<file path="src/rtl/disp_pkg.sv">
`default_nettype none
// ============================================================================
//  Module      : disp_pkg
//  Description : Shared types and constants for the 7-segment scan controller.
//  Revision    : 1.0 - initial release
// ============================================================================
package disp_pkg;

    // Number of multiplexed digits handled by the scan controller.
    localparam int N_DIGITS = 4;

    // Active-low segment pattern with every segment dark.
    localparam logic [6:0] SEG_BLANK = 7'b1111111;

    // Active-low anode pattern with every digit disabled.
    localparam logic [N_DIGITS-1:0] ANODES_OFF = 4'b1111;

    // Scan sequencer states: dead time before a digit, then the digit lit.
    typedef enum logic [0:0] {
        BLANK = 1'b0,
        SHOW  = 1'b1
    } scan_state_t;

endpackage : disp_pkg
`default_nettype wire

</file>
<file path="src/rtl/display_bin_hex.sv">
`default_nettype none
// ============================================================================
//  Module      : display_bin_hex
//  Description : Hex nibble to common-anode 7-segment decoder, {a..g}
//                active-low. Code F renders dark so it doubles as a blank.
//  Revision    : 1.0 - initial release
// ============================================================================
module display_bin_hex (
    input  logic [3:0] switch,
    output logic [6:0] seven
);

    // Pure lookup from nibble to segment pattern.
    always_comb begin
        seven = 7'b1111111;
        case (switch)
            4'h0: seven = 7'b0000001;
            4'h1: seven = 7'b1001111;
            4'h2: seven = 7'b0010010;
            4'h3: seven = 7'b0000110;
            4'h4: seven = 7'b1001100;
            4'h5: seven = 7'b0100100;
            4'h6: seven = 7'b0100000;
            4'h7: seven = 7'b0001111;
            4'h8: seven = 7'b0000000;
            4'h9: seven = 7'b0000100;
            4'hA: seven = 7'b0001000;
            4'hB: seven = 7'b1100000;
            4'hC: seven = 7'b0110001;
            4'hD: seven = 7'b1000010;
            4'hE: seven = 7'b0110000;
            default: seven = 7'b1111111;
        endcase
    end

endmodule : display_bin_hex
`default_nettype wire

</file>
<file path="src/rtl/display_scan_ctrl.sv">
`default_nettype none
// ============================================================================
//  Module      : display_scan_ctrl
//  Description : Time-multiplexed 4-digit 7-segment scan controller with a
//                double-buffered value, per-digit dead time and optional
//                leading-zero blanking. One shared hex decoder.
//  Revision    : 1.0 - initial release
// ============================================================================
module display_scan_ctrl
    import disp_pkg::*;
#(
    parameter int REFRESH_DIV = 25000,
    parameter int DEAD_CYCLES = 16
) (
    input  logic                clk,
    input  logic                rst,
    input  logic                en,
    input  logic [15:0]         value,
    input  logic                load,
    input  logic                lz_blank,
    output logic [N_DIGITS-1:0] anodes,
    output logic [6:0]          seven,
    output logic                frame_done
);

    localparam int c_cnt_max = (REFRESH_DIV > DEAD_CYCLES) ? REFRESH_DIV : DEAD_CYCLES;
    localparam int c_cnt_w   = (c_cnt_max > 1) ? $clog2(c_cnt_max) : 1;
    localparam int c_idx_w   = $clog2(N_DIGITS);

    localparam logic [c_cnt_w-1:0]  c_dead_last    = c_cnt_w'(DEAD_CYCLES - 1);
    localparam logic [c_cnt_w-1:0]  c_refresh_last = c_cnt_w'(REFRESH_DIV - 1);
    localparam logic [c_idx_w-1:0]  c_idx_last     = c_idx_w'(N_DIGITS - 1);
    localparam logic [N_DIGITS-1:0] c_digit0       = N_DIGITS'(1);

    scan_state_t          r_state;
    logic [c_cnt_w-1:0]   r_cnt;
    logic [c_idx_w-1:0]   r_idx;
    logic [15:0]          r_shadow;
    logic [15:0]          r_disp;
    logic [3:0]           r_nibble;
    logic                 r_lit;
    logic [N_DIGITS-1:0]  r_anodes;
    logic                 r_frame_done;

    logic [3:0]           w_nibble;
    logic                 w_upper_zero;
    logic                 w_lz;
    logic [6:0]           w_dec;

    // Nibble of the display register belonging to the current digit index.
    assign w_nibble = r_disp[{r_idx, 2'b00} +: 4];

    // Digit k is a leading zero when nibbles k..3 are all zero; digit 0 never is.
    always_comb begin
        w_upper_zero = 1'b0;
        case (r_idx)
            2'd1:    w_upper_zero = (r_disp[15:4]  == 12'h000);
            2'd2:    w_upper_zero = (r_disp[15:8]  == 8'h00);
            2'd3:    w_upper_zero = (r_disp[15:12] == 4'h0);
            default: w_upper_zero = 1'b0;
        endcase
    end

    assign w_lz = lz_blank & w_upper_zero;

    // Scan sequencer, shadow/display double buffer and registered outputs.
    always_ff @(posedge clk) begin
        if (rst) begin
            r_state      <= BLANK;
            r_cnt        <= '0;
            r_idx        <= '0;
            r_shadow     <= 16'h0000;
            r_disp       <= 16'h0000;
            r_nibble     <= 4'h0;
            r_lit        <= 1'b0;
            r_anodes     <= ANODES_OFF;
            r_frame_done <= 1'b0;
        end else begin
            r_frame_done <= 1'b0;
            if (load) begin
                r_shadow <= value;
            end
            if (!en) begin
                r_state  <= BLANK;
                r_cnt    <= '0;
                r_idx    <= '0;
                r_lit    <= 1'b0;
                r_anodes <= ANODES_OFF;
            end else begin
                case (r_state)
                    BLANK: begin
                        if (r_cnt == c_dead_last) begin
                            // Nibble and anode switch together so segments never
                            // appear on the wrong digit.
                            r_state  <= SHOW;
                            r_cnt    <= '0;
                            r_nibble <= w_nibble;
                            r_lit    <= ~w_lz;
                            r_anodes <= w_lz ? ANODES_OFF : ~(c_digit0 << r_idx);
                        end else begin
                            r_cnt <= r_cnt + 1'b1;
                        end
                    end
                    SHOW: begin
                        if (r_cnt == c_refresh_last) begin
                            r_state  <= BLANK;
                            r_cnt    <= '0;
                            r_idx    <= r_idx + 1'b1;
                            r_lit    <= 1'b0;
                            r_anodes <= ANODES_OFF;
                            // Frame boundary: the old shadow is committed, so a
                            // load landing on this same edge waits one frame.
                            if (r_idx == c_idx_last) begin
                                r_disp       <= r_shadow;
                                r_frame_done <= 1'b1;
                            end
                        end else begin
                            r_cnt <= r_cnt + 1'b1;
                        end
                    end
                    default: begin
                        r_state <= BLANK;
                        r_cnt   <= '0;
                    end
                endcase
            end
        end
    end

    display_bin_hex u_dec (
        .switch (r_nibble),
        .seven  (w_dec)
    );

    assign seven      = r_lit ? w_dec : SEG_BLANK;
    assign anodes     = r_anodes;
    assign frame_done = r_frame_done;

endmodule : display_scan_ctrl
`default_nettype wire

</file>
<file path="config.mk">
export PLATFORM = sky130hd
export DESIGN_NAME = display_scan_ctrl
export DESIGN_NICKNAME = d
export VERILOG_FILES = /design/src/rtl/disp_pkg.sv /design/src/rtl/display_bin_hex.sv /design/src/rtl/display_scan_ctrl.sv
export SDC_FILE = /design/constraint.sdc
export NUM_CORES = 1
export LEC_CHECK = 0
export ABC_AREA = 1
export BUFFER_PORTS_ARGS = -buffer_cell sky130_fd_sc_hd__buf_2
export CORE_UTILIZATION = 50
export CTS_BUF_LIST = sky130_fd_sc_hd__clkbuf_8
export DETAILED_ROUTE_END_ITERATION = 8
export GPL_TIMING_DRIVEN = 0
export PLACE_DENSITY = 0.69
export SLEW_MARGIN = 20
export SYNTH_ARGS = -nofsm -noshare
export SYNTH_HDL_FRONTEND = slang
export SYNTH_SLANG_ARGS = --single-unit
</file>
<file path="constraint.sdc">
create_clock -name clk -period 4.2 [get_ports clk]
set_clock_uncertainty 0.05 [all_clocks]
set_input_delay 0.21 -clock clk [delete_from_list [all_inputs] [get_ports clk]]
set_output_delay 0.21 -clock clk [all_outputs]
set_load 0.1 [all_outputs]
</file>
## Word level (Yosys, flattened, before mapping)

Memories as Yosys holds them, arrays and structs flattened. A register that Yosys moved wholly into a read port is not among the register bits.
Cells that the tools add are included.

| operators by class | value |
|---|---|
| equal/unequal tests | 7 |
| bitwise logic cells | 6 |
| reduce and logical (&&, ||, !) cells | 9 |
| $add $sub $neg | 2 |
| shift operators | 2 |
| mux-type cells | 18 |

Operators by type and width:

| kind | count |
|---|---|
| two-way mux 15 bit | 2 |
| case mux 15 bit (2 select lines) | 1 |
| two-way mux 4 bit | 5 |
| variable part select 16 x 5 -> 4 bit | 1 |
| adder 15 x 1 -> 15 bit, second input constant | 1 |
| == test 15 bit, second input constant | 1 |
| == test 15 x 4 -> 1 bit, second input constant | 1 |
| zero test 12 bit | 1 |
| zero test 8 bit | 1 |
| case mux 4 bit (2 select lines) | 1 |
| two-way mux 7 bit | 1 |
| two-way mux 1 bit | 5 |
| == test 2 bit, second input constant | 2 |
| zero test 4 bit | 1 |
| NOT 1 bit | 4 |
| NOT 4 bit | 1 |
| case mux 1 bit (2 select lines) | 2 |
| AND reduction 2 bit | 2 |
| AND reduction 4 bit | 1 |
| OR reduction 4 bit | 1 |
| << shifter 1 x 2 -> 4 bit, first input constant | 1 |
| case mux 1 bit (3 select lines) | 1 |
| AND reduction 3 bit | 1 |
| adder 2 x 1 -> 2 bit, second input constant | 1 |
| other kinds (5) | 5 |

| storage, ports and cells | value |
|---|---|
| output and inout port bits | 12 |
| memories | 1 |
| ROM bits | 112 |
| bits in registers | 60 |
| input port bits | 21 |
| logic and storage cells | 54 |

Memory list:

| name | words | bits a word | read ports | clocked after memory_dff | write ports | RTL line | source |
|---|---|---|---|---|---|---|---|
| (name not given) | 16 | 7 | 1 | 1 | 0 | display_bin_hex.sv:16 | `case (switch)` |

## Logic depth before layout (Yosys ltp)

Gate-level depths: netlist (run 1).

| depth | value |
|---|---|
| word-level depth | 6 |
| gate-level depth with buffers | 14 |

## By module

Synthesis (run 1) repeated with hierarchy kept, for this count alone.

| second synthesis, totals | value |
|---|---|
| cell total of the unflattened synthesis | 470 |
| area, all modules | 3105.5 um^2 |

By module, submodules not included:

| module | times used | area each (um^2) | cells an instance |
|---|---|---|---|
| display_scan_ctrl | 1 | 2835.2 | 419 |
| display_bin_hex | 1 | 270.3 | 51 |

## Worst setup path after synthesis (run 1)

Ideal clock, no wire load.

| timing | value |
|---|---|
| path type | reg2reg |
| start point | register r_cnt[0] |
| end point | register, netlist name u_dec.seven[0] |
| data required time | 4.037 ns |
| stages on the path, launching flop included | 14 |
| setup slack | 2.272 ns |
| arrival time | 1.765 ns |
| cell sequence | dfxtp_1 > ha_1 > nand3_2 > nor2_2 > nand2_2 > nor2_4 > nand2_1 > nand3_2 > inv_1 > ha_1 > nand3_1 > nand2_1 > nand2_1 > nand2_1 |

| on the way | value |
|---|---|
| word-level cells in the longest chain between the ends | 4 |

Ends and longest elaborated chain:

| element | RTL line | source |
|---|---|---|
| start: declaration | display_scan_ctrl.sv:36 | `logic [c_cnt_w-1:0] r_cnt;` |
| start signal: assignment | display_scan_ctrl.sv:101 | `r_cnt <= r_cnt + 1'b1;` |
| start signal: assignment | display_scan_ctrl.sv:118 | `r_cnt <= r_cnt + 1'b1;` |
| == test 15 x 4 -> 1 bit | display_scan_ctrl.sv:92 | `if (r_cnt == c_dead_last) begin` |
| AND reduction 3 bit (no source line) | -- |  |
| two-way mux 4 bit (no source line) (2 in a row) | -- |  |

No other way between the ends.
A chain may end at the register's enable or synchronous reset.

## Worst setup path in the final report (run 1)

| timing | value |
|---|---|
| start point | register r_cnt[0] |
| end point | register, netlist name u_dec.seven[1] |

| on the way | value |
|---|---|
| word-level cells in the longest chain between the ends | 4 |

Ends and longest elaborated chain:

| element | RTL line |
|---|---|
| == test 15 x 4 -> 1 bit | display_scan_ctrl.sv:92 |
| AND reduction 3 bit (no source line) | -- |
| two-way mux 4 bit (no source line) (2 in a row) | -- |

No other way between the ends.

==> run_results.csv, run 1 <==
group,metric,value,unit
detailed_routing,wl_per_cell,11.5,µm
setup_path,startpoint_type,"flop",
synth,synth_top_cell_by_area,"dfxtp_1",
cts,holdBufCountCts,0,
setup_path,critical_path_class,"reg2reg",
place,post-place-ws,2040,ps
timing,relSlewSlack,67.9,%
cts,clock-sinks,67,
place,hpwl,5.11,mm
global_routing,grt_antenna_before_repair,0,
detailed_routing,met3WireLength,294,µm
outcome,outcome,"finished clean",
timing,min_period,2180,ps
cts,htreeDepth,3,
floorplan,rows,29,
setup_path,worstPathArrival,2370,ps
place,placed_cell_area,0.00360,mm²
timing,tightest_slew,484,ps
cts,cts_setup_buffers,0,
synth,syn_nets,513,
final_layout,mostFrequentLayoutCells,"nand2_1 (116), nor2_1 (103), dfxtp_1 (67)",
cts,clk_pin_slew,70,ps
cts,clk_latency,350,ps
floorplan,ios,33,
floorplan,die_w,83.7,µm
global_routing,overflow,0,
synth,netlist_area,0.00334,mm²
cts,cts_root_buffer,"clkbuf_8",
detailed_routing,top_layer_used,"met4",
timing,setup_ws,2020,ps
setup_path,critPathRequiredTime,4390,ps
detailed_routing,remaining_drc_errors,0,
global_routing,grt_usage,21.2,%
final_layout,layout.cells.most_common,"nand2_1",
final_layout,drive_gt1_share,16.5,%
timing,hold_viol_final,0,
worst_hold_path,hp-class,"in2reg",
floorplan,initial_utilization,52.3,%
final_layout,nFillCells,633,
pwr,ir_worst_vdd,0.000192,V
cts,cts.repair.resized,0,
setup_path,cp_max_fo,7,
setup_path,cp-end-kind,"flop",
synth,ys_seq_area_share,40.1,%
final_layout,final_nets,556,
detailed_routing,drt-met1-wl,3.29,mm
timing,setup_viol,0,
final_layout,fin_cells,603,
floorplan,fp.dieH,83.7,µm
pwr,power.density,320,mW/mm²
pwr,power_leakage,1.87,nW
global_routing,grt_start_max_net_pins,13,
setup_path,r2r_slack,2020,ps
synth,syn_avg_cell_area,6.96,µm²
timing,fmax,0.460,GHz
floorplan,core-area,0.00639,mm²
detailed_routing,drtIter0Drc,148,
detailed_routing,drt-vias-per-instance,4.93,
floorplan,dieArea,0.00701,mm²
run,maxCapViolCount,0,
cts,cts_tree,"done",
detailed_routing,drt-total-wl,6.92,mm
detailed_routing,drtAntennaViolNets,0,
final_layout,regArea,0.00134,mm²
final_layout,fin_util,59.2,%
timing,finalMaxSlewViolations,0,
synth,synth-seq-cells,67,
synth,ys_warn_count,0,
timing,period_share,51.8,%
detailed_routing,met2_length,3.22,mm
timing,rsz0062_at_grt,"no",
cts,cts_max_path_buffers,2,
synth,yosys.area.top_type_share,40.1,%
place,io_buffers,32,
place,placed_cells,589,
final_layout,multi_input_area,0.00172,mm²
final_layout,fin_area,0.00378,mm²
place,gp_congestion,0.908,
synth,ys_types,32,
synth,syn_inst,480,
cts,cts_buffers,9,
global_routing,grt_pass1_wl,12.0,mm
timing,setup_tns,0,ps
final_layout,antennaDiodeCount,0,
global_routing,grt_pass1_vias,2705,
detailed_routing,num_vias,2971,
final_layout,area_growth,13.1,%
synth,synthTopCellsByArea,"dfxtp_1 (40%), nand2_1 (13%), nor2_1 (12%)",
detailed_routing,first_pass_iters,4,
## path summary, 6_finish.rpt
| kind | cells past startpoint | start | end |
|---|---|---|---|
| setup / recovery | 13 | r_cnt[0] | u_dec.seven[1] |
| hold / removal | 2 | rst | frame_done |
| setup reg to reg | 13 | r_cnt[0] | u_dec.seven[1] |
| hold reg to reg | 1 | r_cnt[0] | r_cnt[0] |
## where the power goes
| part | internal, mW | switching [mW] |
|---|---|---|
| registers | 0.647 | 0.00556 |
| logic | 0.0165 | 0.0275 |
| clock network | 0.280 | 0.235 |
| total | 0.943 | 0.268 |
## registers in the layout, indices dropped and copies added, names as in the netlist
name         count
r_shadow        16
r_lit            1
r_state          1
r_idx            2
u_dec.seven      7
anodes           4
r_cnt           15
r_nibble         4
frame_done       1
r_disp          16
## Yosys cell counts, drive strengths merged
cell type / number
nand3b: 1
clkbuf: 4
ha: 12
nor3: 8
or2: 7
nor3b: 5
nor4: 2
nand2: 120
nand4: 10
inv: 53
o211ai: 1
xnor2: 1
nor2: 109
a21oi: 8
dfxtp: 67
nand3: 33
xor2: 5
o21ai: 25
and3: 1
buf: 8
## cells by family (layout without fill, tap and decap cells)
kind of cell	count (synthesis)	after routing	share of synthesized area, %
buffers and inverters	65	111	8.24
xor gates and xnor gates	6	6	1.57
AOI/OAI and AO/OA	34	34	5.17
DFF	67	67	40.1
and+or+nand+nor	296	296	40.4
adders and majority gates	12	12	4.49
## critical path, stage by stage, from the launching register on
cell and delay (ps):
dfxtp_1 350, ha_1 220, nand3_2 130, nor2_2 210, nand2_2 130, nor2_4 120
nand2_1 70, nand3_2 140, inv_1 100, ha_1 220, nand3_1 150, nand2_1 70
nand2_1 50, nand2_1 50
## cell type report
type / instances / share of cell area (%)
Sequential cell: 67 / 35.5
Clock buffer: 10 / 3.64
Clock inverter: 4 / 1.16
Timing Repair Buffer: 32 / 4.24
Tap cell: 77 / 2.55
Multi-Input combinational cell: 348 / 45.6
Buffer: 12 / 1.95
Inverter: 53 / 5.33
## per-stage QoR
| step | power (mW) | hold slack [ps] |
|---|---|---|
| after global placement | 0.710 | 373 |
| after floorplan | 0.692 | 232 |
| after global routing | 1.26 | 30.0 |
| after detailed placement | 0.711 | 376 |
| after CTS | 1.22 | 24.6 |
| final | 1.21 | 30.3 |
## layer usage
layer	GRT usage [%]	up-vias
met3	4.95	14
met4	7.55	0
met5	0	-
met1	27.0	1309
met2	35.0	67
li1	-	1581
(Power assumes the default switching activity.)
==> inputs of run 2 (changes only) <==
==> constraint.sdc (replaced) <==
create_clock -name clk -period 2.3 [get_ports clk]
set_clock_uncertainty 0.05 [all_clocks]
set_input_delay 0.115 -clock clk [delete_from_list [all_inputs] [get_ports clk]]
set_output_delay 0.115 -clock clk [all_outputs]
set_load 0.1 [all_outputs]
==> run_results.csv, run 2 (same netlist as run 1, synthesis figures left out) <==
group,metric,value,unit
place,placed_cells,589,
cts,cts_buffers,9,
setup_path,worstPathArrival,2300,ps
detailed_routing,drtAntennaViolNets,0,
final_layout,reg.largest.list,"r_disp: 16 flops, r_shadow: 16 flops, r_cnt: 15 flops",
global_routing,grt_pass1_wl,12.4,mm
worst_hold_path,hp-class,"in2reg",
setup_path,cp_max_fo,7,
final_layout,antennaDiodeCount,0,
final_layout,multi_input_area,0.00177,mm²
detailed_routing,wl_per_cell,11.7,µm
timing,tightest_slew,484,ps
setup_path,r2r_slack,190,ps
pwr,ir_worst_vdd,0.000351,V
timing,rsz0062_at_grt,"no",
global_routing,grt_start_max_net_pins,13,
cts,htreeDepth,3,
cts,cts_root_buffer,"clkbuf_8",
setup_path,r2r_cells,13,
run,maxCapViolCount,0,
worst_hold_path,whs_path_depth,3,
setup_path,reg2reg_from,"r_cnt[0]",
final_layout,regArea,0.00134,mm²
final_layout,layout.cells.most_common,"nand2_1",
final_layout,mostFrequentLayoutCells,"nand2_1 (116), nor2_1 (103), dfxtp_1 (66)",
final_layout,area_growth,19.6,%
timing,finalMaxSlewViolations,0,
detailed_routing,remaining_drc_errors,0,
final_layout,fin_area,0.00400,mm²
final_layout,drive_gt1_share,16.8,%
setup_path,cp-end-kind,"flop",
final_layout,nFillCells,603,
floorplan,ios,33,
setup_path,critical_path_class,"reg2reg",
global_routing,grt_usage,21.9,%
final_layout,fin_util,62.6,%
timing,period_share,91.7,%
place,io_buffers,32,
floorplan,fp.dieH,83.7,µm
cts,clk_latency,340,ps
final_layout,final_nets,573,
timing,min_period,2110,ps
outcome,outcome,"finished clean",
floorplan,die_w,83.7,µm
setup_path,critPathRequiredTime,2490,ps
setup_path,r2r-end,"u_dec.seven[1]",
final_layout,fin_cells,620,
cts,clk_pin_slew,70,ps
floorplan,initial_utilization,52.3,%
detailed_routing,drtIter0Drc,174,
timing,fmax,0.474,GHz
floorplan,rows,29,
cts,cts_tree,"done",
timing,relSlewSlack,67.9,%
pwr,power.density,559,mW/mm²
timing,setup_tns,0,ps
cts,clock-sinks,67,
global_routing,grt_pass1_vias,2816,
place,hpwl,5.11,mm
floorplan,core-area,0.00639,mm²
worst_hold_path,min_from,"load",
timing,setup_viol,0,
global_routing,grt_antenna_before_repair,0,
pwr,power_leakage,1.94,nW
detailed_routing,first_pass_iters,5,
detailed_routing,num_vias,3044,
worst_hold_path,min_to,"r_shadow[11]",
cts,cts_max_path_buffers,2,
detailed_routing,drt-vias-per-instance,4.91,
detailed_routing,drt-total-wl,7.22,mm
place,placed_cell_area,0.00360,mm²
place,gp_congestion,0.908,
floorplan,dieArea,0.00701,mm²
setup_path,startpoint_type,"flop",
timing,hold_viol_final,0,
global_routing,overflow,0,
==> run 2: worst max-delay path, cell delays in order, from the launching register on <==
cell     delay, ps
dfxtp_1        360
ha_2           220
nand3_2        160
nor2_4         160
nand2_2        120
nor2_4         120
nand2_1        100
nand3_4        120
inv_1          100
ha_1           230
nand3_2        110
nand2_1         60
nand2_1         50
nand2_1         50
==> run 2: what timing repair did <==
action,in CTS,in global routing
hold buffers,17,0
resized for setup,0,8
endpoints found under the setup margin,0,4
buffers inserted,0,0
hold endpoints to repair,17,0
==> run 2: worst max-delay path by stage <==
| stage | start | to | slack [ps] | cells past startpoint |
|---|---|---|---|---|
| 5_1_grt | r_cnt[0] | u_dec.seven[3] | 20 | 13 |
| 3_5_place_dp | r_cnt[0] | u_dec.seven[0] | 140 | 13 |
| 3_3_place_gp | r_cnt[0] | u_dec.seven[1] | 160 | 13 |
| 4_1_cts | r_cnt[0] | u_dec.seven[0] | 110 | 13 |
| 6_report | r_cnt[0] | u_dec.seven[1] | 190 | 13 |
| 2_1_floorplan | r_cnt[0] | u_dec.seven[0] | 370 | 13 |
==> run 2: layout make-up <==
| type | count | share of cell area [%] |
|---|---|---|
| sequential | 67 | 33.6 |
| buffer | 12 | 1.85 |
| inverter | 53 | 5.04 |
| multi-input combinational | 348 | 44.3 |
| tap | 77 | 2.41 |
| clock buffer | 10 | 3.45 |
| clock inverter | 4 | 1.10 |
| timing repair buffer | 49 | 8.27 |
==> run 2: routing by layer <==
layer  vias up  wire length, µm  GRT usage [%]
met5         -                0              0
met4         0              117           7.55
met3        12              246           4.95
met2        60             3440           37.1
met1      1354             3420           27.3
li1       1618                -              -
==> run 2: stage by stage <==
step	power, mW	setup slack, ps	hold slack (ps)
after floorplan	1.26	372	137
after global placement	1.30	155	285
after detailed placement	1.30	143	281
after CTS	2.25	112	77.1
after global routing	2.32	16.8	124
final	2.23	191	75.1
==> run 2: power breakdown <==
group | total, mW | internal [mW] | switching, mW
Clock | 0.935 | 0.511 | 0.424
Combinational | 0.105 | 0.0491 | 0.0559
Sequential | 1.19 | 1.18 | 0.0103
Total | 2.23 | 1.74 | 0.491
